===== src/rtl/urna_tally_n_pkg.sv =====
// Shared encodings for the urna vote-tally core: FSM states, vote status codes,
// key event priority and the empty-digit marker.
package urna_pkg;

    typedef enum logic [2:0] {
        ST_CLOSED  = 3'd0,
        ST_ENTRY   = 3'd1,
        ST_CONFIRM = 3'd2,
        ST_RESULTS = 3'd3
    } state_t;

    typedef enum logic [1:0] {
        VS_NONE  = 2'b00,
        VS_CAND  = 2'b01,
        VS_NULL  = 2'b10,
        VS_BLANK = 2'b11
    } vote_status_t;

    typedef enum logic [2:0] {
        EV_NONE,
        EV_CANCEL,
        EV_BLANK,
        EV_FINISH,
        EV_VALID
    } key_event_t;

    localparam logic [3:0] EMPTY_DIGIT = 4'hF;
    localparam logic [3:0] MAX_DIGIT   = 4'd9;

    // Key pulse vector order is {valid, cancel, blank, finish}; only the
    // highest-priority event of a cycle survives.
    function automatic key_event_t pick_event(input logic [3:0] pulses);
        if (pulses[2])      return EV_CANCEL;
        else if (pulses[1]) return EV_BLANK;
        else if (pulses[0]) return EV_FINISH;
        else if (pulses[3]) return EV_VALID;
        else                return EV_NONE;
    endfunction

endpackage


===== src/rtl/urna_tally_n_key_edge.sv =====
// Registers a bank of level keys and emits a one-cycle pulse on each rising edge,
// so a held key produces exactly one action.
module urna_key_edge #(
    parameter int WIDTH = 4
) (
    input  logic             clock,
    input  logic             reset_n,
    input  logic [WIDTH-1:0] keys,
    output logic [WIDTH-1:0] pulses
);

    logic [WIDTH-1:0] key_r;

    // NOTE: sequential state is assigned with <= so every flop samples the
    // pre-edge value of its inputs, independent of statement order.
    always_ff @(posedge clock or negedge reset_n) begin
        if (!reset_n) key_r <= '0;
        else          key_r <= keys;
    end

    assign pulses = keys & ~key_r;

endmodule


===== src/rtl/urna_tally_n.sv =====
// Parametrised ballot-box tally core: BCD code entry, candidate matching with
// optional 0/1 swap, saturating per-slot counters and a stepped results readout.
module urna_tally_n
    import urna_pkg::*;
#(
    parameter int                      NUM_CAND   = 2,
    parameter int                      DIGITS     = 2,
    parameter int                      CNT_W      = 8,
    parameter logic [16*NUM_CAND-1:0]  CAND_CODES = {16'h22, 16'h13}
) (
    input  logic                              clock,
    input  logic                              reset_n,
    input  logic                              start,
    input  logic [3:0]                        digit,
    input  logic                              valid,
    input  logic                              cancel,
    input  logic                              blank,
    input  logic                              finish,
    input  logic                              swap,
    output logic [2:0]                        state,
    output logic [1:0]                        vote_status,
    output logic [4*DIGITS-1:0]               entry_bcd,
    output logic [$clog2(NUM_CAND+2)-1:0]     res_sel,
    output logic [CNT_W-1:0]                  res_count,
    output logic [CNT_W*(NUM_CAND+2)-1:0]     counts,
    output logic                              sat
);

    localparam int NSLOT = NUM_CAND + 2;
    localparam int IDX_W = $clog2(NSLOT);
    localparam int EW    = 4 * DIGITS;

    localparam logic [IDX_W-1:0] NULL_IDX  = IDX_W'(NUM_CAND);
    localparam logic [IDX_W-1:0] BLANK_IDX = IDX_W'(NUM_CAND + 1);
    localparam logic [2:0]       DIG_FULL  = 3'(DIGITS);
    localparam logic [CNT_W-1:0] CNT_MAX   = '1;
    localparam logic [EW-1:0]    ENTRY_CLR = {DIGITS{EMPTY_DIGIT}};

    // ------------------------------------------------------------------
    // Key edge detection and event priority
    // ------------------------------------------------------------------
    logic [3:0] pulses;
    key_event_t ev;

    urna_key_edge #(.WIDTH(4)) u_keys (
        .clock   (clock),
        .reset_n (reset_n),
        .keys    ({valid, cancel, blank, finish}),
        .pulses  (pulses)
    );

    assign ev = pick_event(pulses);

    // ------------------------------------------------------------------
    // State and datapath registers
    // ------------------------------------------------------------------
    state_t             cur_state, nxt_state;
    vote_status_t       vote_reg, vote_nxt;
    logic [EW-1:0]      entry_reg, entry_nxt;
    logic [2:0]         dig_cnt, dig_cnt_nxt;
    logic [IDX_W-1:0]   sel_reg, sel_nxt;
    logic               sat_reg, sat_nxt;
    logic [CNT_W-1:0]   tally     [NSLOT];
    logic [CNT_W-1:0]   tally_nxt [NSLOT];

    // ------------------------------------------------------------------
    // Code compare: one comparator per candidate, lowest index wins
    // ------------------------------------------------------------------
    logic [NUM_CAND-1:0] hit;
    logic                hit_any;
    logic [IDX_W-1:0]    hit_idx;
    logic [IDX_W-1:0]    target_idx;

    for (genvar g = 0; g < NUM_CAND; g++) begin : g_cmp
        assign hit[g] = (entry_reg == CAND_CODES[16*g +: EW]);
    end

    always_comb begin
        hit_any = 1'b0;
        hit_idx = '0;
        for (int i = NUM_CAND - 1; i >= 0; i--) begin
            if (hit[i]) begin
                hit_any = 1'b1;
                hit_idx = IDX_W'(i);
            end
        end
    end

    // Test-mode swap only exchanges the attribution of candidates 0 and 1.
    always_comb begin
        target_idx = NULL_IDX;
        if (hit_any) begin
            if ((NUM_CAND > 1) && swap && (hit_idx < IDX_W'(2)))
                target_idx = hit_idx ^ IDX_W'(1);
            else
                target_idx = hit_idx;
        end
    end

    // ------------------------------------------------------------------
    // Next-state and datapath logic
    // ------------------------------------------------------------------
    logic             inc_en;
    logic [IDX_W-1:0] inc_idx;
    logic             clear_all;

    // NOTE: every variable gets a default at the top of the block, so no
    // path through the case statement can leave one unassigned and infer a latch.
    always_comb begin
        nxt_state   = cur_state;
        vote_nxt    = vote_reg;
        entry_nxt   = entry_reg;
        dig_cnt_nxt = dig_cnt;
        sel_nxt     = sel_reg;
        sat_nxt     = sat_reg;
        tally_nxt   = tally;
        inc_en      = 1'b0;
        inc_idx     = '0;
        clear_all   = 1'b0;

        case (cur_state)
            ST_CLOSED: begin
                if (ev == EV_VALID && start) begin
                    clear_all = 1'b1;
                    nxt_state = ST_ENTRY;
                end
            end

            ST_ENTRY: begin
                case (ev)
                    EV_CANCEL: begin
                        entry_nxt   = ENTRY_CLR;
                        dig_cnt_nxt = '0;
                    end
                    EV_BLANK: begin
                        if (dig_cnt == '0) begin
                            inc_en   = 1'b1;
                            inc_idx  = BLANK_IDX;
                            vote_nxt = VS_BLANK;
                        end
                    end
                    EV_FINISH: begin
                        entry_nxt   = ENTRY_CLR;
                        dig_cnt_nxt = '0;
                        sel_nxt     = '0;
                        nxt_state   = ST_RESULTS;
                    end
                    EV_VALID: begin
                        if (digit <= MAX_DIGIT) begin
                            // First digit lands in the most significant nibble.
                            for (int k = 0; k < DIGITS; k++) begin
                                if (k == DIGITS - 1 - int'(dig_cnt))
                                    entry_nxt[4*k +: 4] = digit;
                            end
                            dig_cnt_nxt = dig_cnt + 3'd1;
                            if (dig_cnt + 3'd1 == DIG_FULL)
                                nxt_state = ST_CONFIRM;
                        end
                    end
                    default: ;
                endcase
            end

            ST_CONFIRM: begin
                if (ev == EV_VALID) begin
                    inc_en      = 1'b1;
                    inc_idx     = target_idx;
                    vote_nxt    = hit_any ? VS_CAND : VS_NULL;
                    entry_nxt   = ENTRY_CLR;
                    dig_cnt_nxt = '0;
                    nxt_state   = ST_ENTRY;
                end else if (ev == EV_CANCEL) begin
                    entry_nxt   = ENTRY_CLR;
                    dig_cnt_nxt = '0;
                    nxt_state   = ST_ENTRY;
                end
            end

            ST_RESULTS: begin
                if (ev == EV_FINISH) begin
                    if (sel_reg == BLANK_IDX) begin
                        sel_nxt   = '0;
                        nxt_state = ST_CLOSED;
                    end else begin
                        sel_nxt = sel_reg + IDX_W'(1);
                    end
                end else if (ev == EV_VALID && start) begin
                    clear_all = 1'b1;
                    nxt_state = ST_ENTRY;
                end
            end

            default: nxt_state = ST_CLOSED;
        endcase

        // A new election wipes every counter and the sticky flag at once.
        if (clear_all) begin
            for (int s = 0; s < NSLOT; s++) tally_nxt[s] = '0;
            sat_nxt     = 1'b0;
            vote_nxt    = VS_NONE;
            entry_nxt   = ENTRY_CLR;
            dig_cnt_nxt = '0;
            sel_nxt     = '0;
        end

        if (inc_en) begin
            if (tally[inc_idx] == CNT_MAX) sat_nxt = 1'b1;
            else                           tally_nxt[inc_idx] = tally[inc_idx] + 1'b1;
        end
    end

    // NOTE: the counter array is reset element by element because the results
    // must read zero after reset; it is a small register file, not a RAM.
    always_ff @(posedge clock or negedge reset_n) begin
        if (!reset_n) begin
            cur_state <= ST_CLOSED;
            vote_reg  <= VS_NONE;
            entry_reg <= ENTRY_CLR;
            dig_cnt   <= '0;
            sel_reg   <= '0;
            sat_reg   <= 1'b0;
            for (int s = 0; s < NSLOT; s++) tally[s] <= '0;
        end else begin
            cur_state <= nxt_state;
            vote_reg  <= vote_nxt;
            entry_reg <= entry_nxt;
            dig_cnt   <= dig_cnt_nxt;
            sel_reg   <= sel_nxt;
            sat_reg   <= sat_nxt;
            tally     <= tally_nxt;
        end
    end

    // ------------------------------------------------------------------
    // Outputs
    // ------------------------------------------------------------------
    for (genvar g = 0; g < NSLOT; g++) begin : g_counts
        assign counts[CNT_W*g +: CNT_W] = tally[g];
    end

    assign state       = cur_state;
    assign vote_status = vote_reg;
    assign entry_bcd   = entry_reg;
    assign res_sel     = sel_reg;
    assign sat         = sat_reg;
    assign res_count   = (cur_state == ST_RESULTS) ? tally[sel_reg] : '0;

endmodule


===== config.mk =====
export PLATFORM = sky130hd
export DESIGN_NAME = urna_tally_n
export DESIGN_NICKNAME = d
export VERILOG_FILES = /design/src/rtl/urna_tally_n_pkg.sv /design/src/rtl/urna_tally_n_key_edge.sv /design/src/rtl/urna_tally_n.sv
export SDC_FILE = /design/constraint.sdc
export NUM_CORES = 1
export LEC_CHECK = 0
export CAP_MARGIN = 20
export CORE_MARGIN = 2
export CORE_UTILIZATION = 52
export CTS_CLUSTER_DIAMETER = 50
export DETAILED_ROUTE_END_ITERATION = 10
export GPL_TIMING_DRIVEN = 0
export PLACE_DENSITY = 0.81
export REMOVE_ABC_BUFFERS = 1
export SETUP_SLACK_MARGIN = 0.15
export SLEW_MARGIN = 25
export SYNTH_ARGS = -nofsm -noshare
export SYNTH_HDL_FRONTEND = slang
export SYNTH_HIERARCHICAL = 1
export SYNTH_SLANG_ARGS = --single-unit

===== constraint.sdc =====
create_clock -name clock -period 3.8 [get_ports clock]
set_clock_uncertainty 0.2 [all_clocks]
set_input_delay 0.38 -clock clock [delete_from_list [all_inputs] [get_ports clock]]
set_output_delay 0.38 -clock clock [all_outputs]
set_load 0.02 [all_outputs]

==> metrics.txt <==
pin count of the biggest net entering global routing 56; max reg flops 32; worst min path class primary input to flop; Crit Path Max Fanout 8; Setup TNS 0 ns; RSZ-0062 raised after global routing yes; critical path class primary input to flop; total track usage 25.57%; WL per Instance approximately 20 um; VDD IR max 283.0 uV; Post-synth EDFFs 0; Design Area, Final 4420 um^2; GPL Wtd Cong 0.8941; Final setup viols 0; drt first pass iters 5; WP data arrival 3.67 ns; Die Y 84.50 um; Yosys top cell area share a little over a third; global-route wire length before repair 14.63 mm; Final Max Slew Viols 0; share of synthesized flip-flops with an asynchronous set or reset 100.0%; TritonCTS clock tree built; Worst-Skew Late Latency 0.32 ns; Clock Sinks 55; initial antenna violation count 0; largest cells by area after synthesis dfrtp_1 (35%), dfstp_2 (6.2%), mux4_2 (5.3%); die width approximately 84 um; row cnt 29; Synth Warn # 6; vias per inst 6.342; status finished, final reports clean; sequential area share after synthesis between 40% and 50%; final antenna-violating net count 0; initial DRC count 241; CORE AREA 6314 um^2; Unique masters post-synth 70; flops & latches, synth 55; top cell type by total area after synthesis dfrtp_1; Nets 404; initial core utilization 53.37%; IO buf count 67; Mean Syn Cell Area about 11 um^2; Pleak 1.722 nW; multi-input logic area 1999 um^2; vias in the first global route 2880; die area about 7000 um^2; Register Area 1386 um^2; Critical Path End Type flop; Total Wirelength 9.247 mm; Overflow after GRT 0; share of layout cells above drive strength 1 a little under a quarter; hpwl dp about 6.1 mm; Cell Area, Synth 3369 um^2; Synth Flop Type dfrtp_1; final worst path period share 94.94%; diode count 0; H-tree levels 2; fmax 277.2 MHz; fin crit period roughly 3.6 ns; CTS max path bufs 2; num ports around 70; slew margin rel. approximately two fifths; R2R setup slack 0.23 ns; Critical Path Source Type primary input; fill cell count approximately 470; Tightest Pin Transition ~0.9 ns; placed inst area ~4100 um^2; post-synthesis cell count 308; CTS clock-pin slew for the worst setup and hold paths 0.11 ns; Crit path required time 3.86 ns; PwrDens 359.4 nW/um^2; Num CTS Buffers 5; Synth-to-Final Area Change 31.19%; Post-route DRC 0; CTS root buf clkbuf_8; Max-Cap Viols 0; Fin. Hold Viols 0; via count approximately 2900
[power breakdown]
| group | switching, W | internal (W) | total (W) |
|---|---|---|---|
| sequential | 0.0000959 | 0.000671 | 0.000767 |
| clock | 0.000204 | 0.000133 | 0.000337 |
| combinational | 0.000244 | 0.000240 | 0.000485 |
[per-layer routing]
layer	vias up	wire length [um]	GRT usage, %
met5	-	0	0
met4	0	173	7.359
met3	20	658	4.621
met2	150	4560	42.30
met1	1463	3855	34.63
li1	1316	-	-
[logic make-up (layout without fill, tap and decap cells)]
| logic type | count (synthesis) | count (layout) | share of synthesized area, % |
|---|---|---|---|
| muxes | 27 | 27 | 11.33 |
| and+or+nand+nor | 109 | 109 | 21.61 |
| buffers and inverters | 23 | 103 | 3.082 |
| adders and majority gates | 5 | 5 | 1.857 |
| other | 1 | 1 | 0.1113 |
| DFF | 55 | 55 | 41.14 |
| AOI/OAI and AO/OA | 84 | 84 | 19.83 |
| xor gates and xnor gates | 4 | 4 | 1.040 |
[timing repair]
item / 4_1_cts / 5_1_grt
endpoints found under the hold margin: 47 / 0
hold buffers: 1 / 0
endpoints found under the setup margin: 33 / 33
buffers inserted: 9 / 6
pin swaps: 4 / 5
gates resized for setup: 9 / 12
[worst max-delay path, stage by stage]
cell and delay (ns):
clkdlybuf4s50_1 0.42, nor2b_4 0.15, nor4b_4 0.36, buf_4 0.18
nand2_2 0.16, or3_1 0.56, o21ai_1 0.41, nor3_1 0.23
a32oi_1 0.53, a22o_1 0.26
[synthesized netlist by cell type, types with 4 or more instances]
| library cell | instances |
|---|---|
| a21oi_1 | 7 |
| clkbuf_1 | 7 |
| dfstp_2 | 8 |
| mux2_2 | 9 |
| mux2i_1 | 10 |
| nand2_1 | 27 |
| ha_1 | 5 |
| nor2_1 | 8 |
| nor3b_1 | 5 |
| nand2b_1 | 5 |
| dfrtp_1 | 47 |
| mux4_2 | 8 |
| nand3_1 | 13 |
| o21ai_0 | 24 |
| nor2b_1 | 10 |
| or3_1 | 4 |
| a22o_1 | 13 |
| inv_1 | 12 |
| nand3b_1 | 4 |
| nor2b_4 | 4 |
| nor3_1 | 4 |
[cells in the final DEF, fill, tap and decap left out, drive strengths merged, types with 4 or more instances in the layout]
cell,count
ha,5
nand3b,4
or3,4
nor3,4
o21ai,26
and2,5
mux2,9
inv,12
mux4,8
dfrtp,47
nor2b,14
nand2,29
dfstp,8
buf,16
clkbuf,6
a22o,13
mux2i,10
nand3,13
clkdlybuf4s50,66
nor3b,8
a21oi,8
nand2b,5
nor2,10
[path summary, 6_finish.rpt]
| check | depth (start not counted) | start | to |
|---|---|---|---|
| min in group asynchronous | 2 | reset_n | counts[21]$_DFF_PN0_ |
| hold reg to reg | 1 | vote_status[1]$_DFFE_PN0P_ | vote_status[1]$_DFFE_PN0P_ |
| hold / removal | 1 | valid | u_keys/key_r[3]$_DFF_PN0_ |
| setup / recovery | 10 | cancel | counts[14]$_DFF_PN0_ |
| max in group asynchronous | 2 | reset_n | counts[19]$_DFF_PN0_ |
| setup reg to reg | 7 | state[1]$_DFFE_PN0P_ | counts[14]$_DFF_PN0_ |
[through the flow]
stage	setup slack, ns	util (%)	hold WS [ns]	instances	total power [W]
2_1_floorplan	0.3914	-	-0.1156	297	0.001021
3_3_place_gp	-0.8938	64.59	0.2807	441	0.001215
3_5_place_dp	-0.9380	64.55	0.2696	441	0.001229
4_1_cts	0.1549	68.21	0.3189	459	0.001566
5_1_grt	0.07091	70.02	0.3295	465	0.001659
6_report	0.1924	70.02	0.3213	465	0.001589
[final cells by class]
type                    instances  area share [%]
clock buffers                   6           1.642
clock inverters                 2          0.3963
inverters                      12           1.019
multi-input cells             230           45.23
flip-flops and latches         55           31.36
well taps                      77           2.179
repair buffers                 83           18.17
Power figures use the tool's default switching activity.
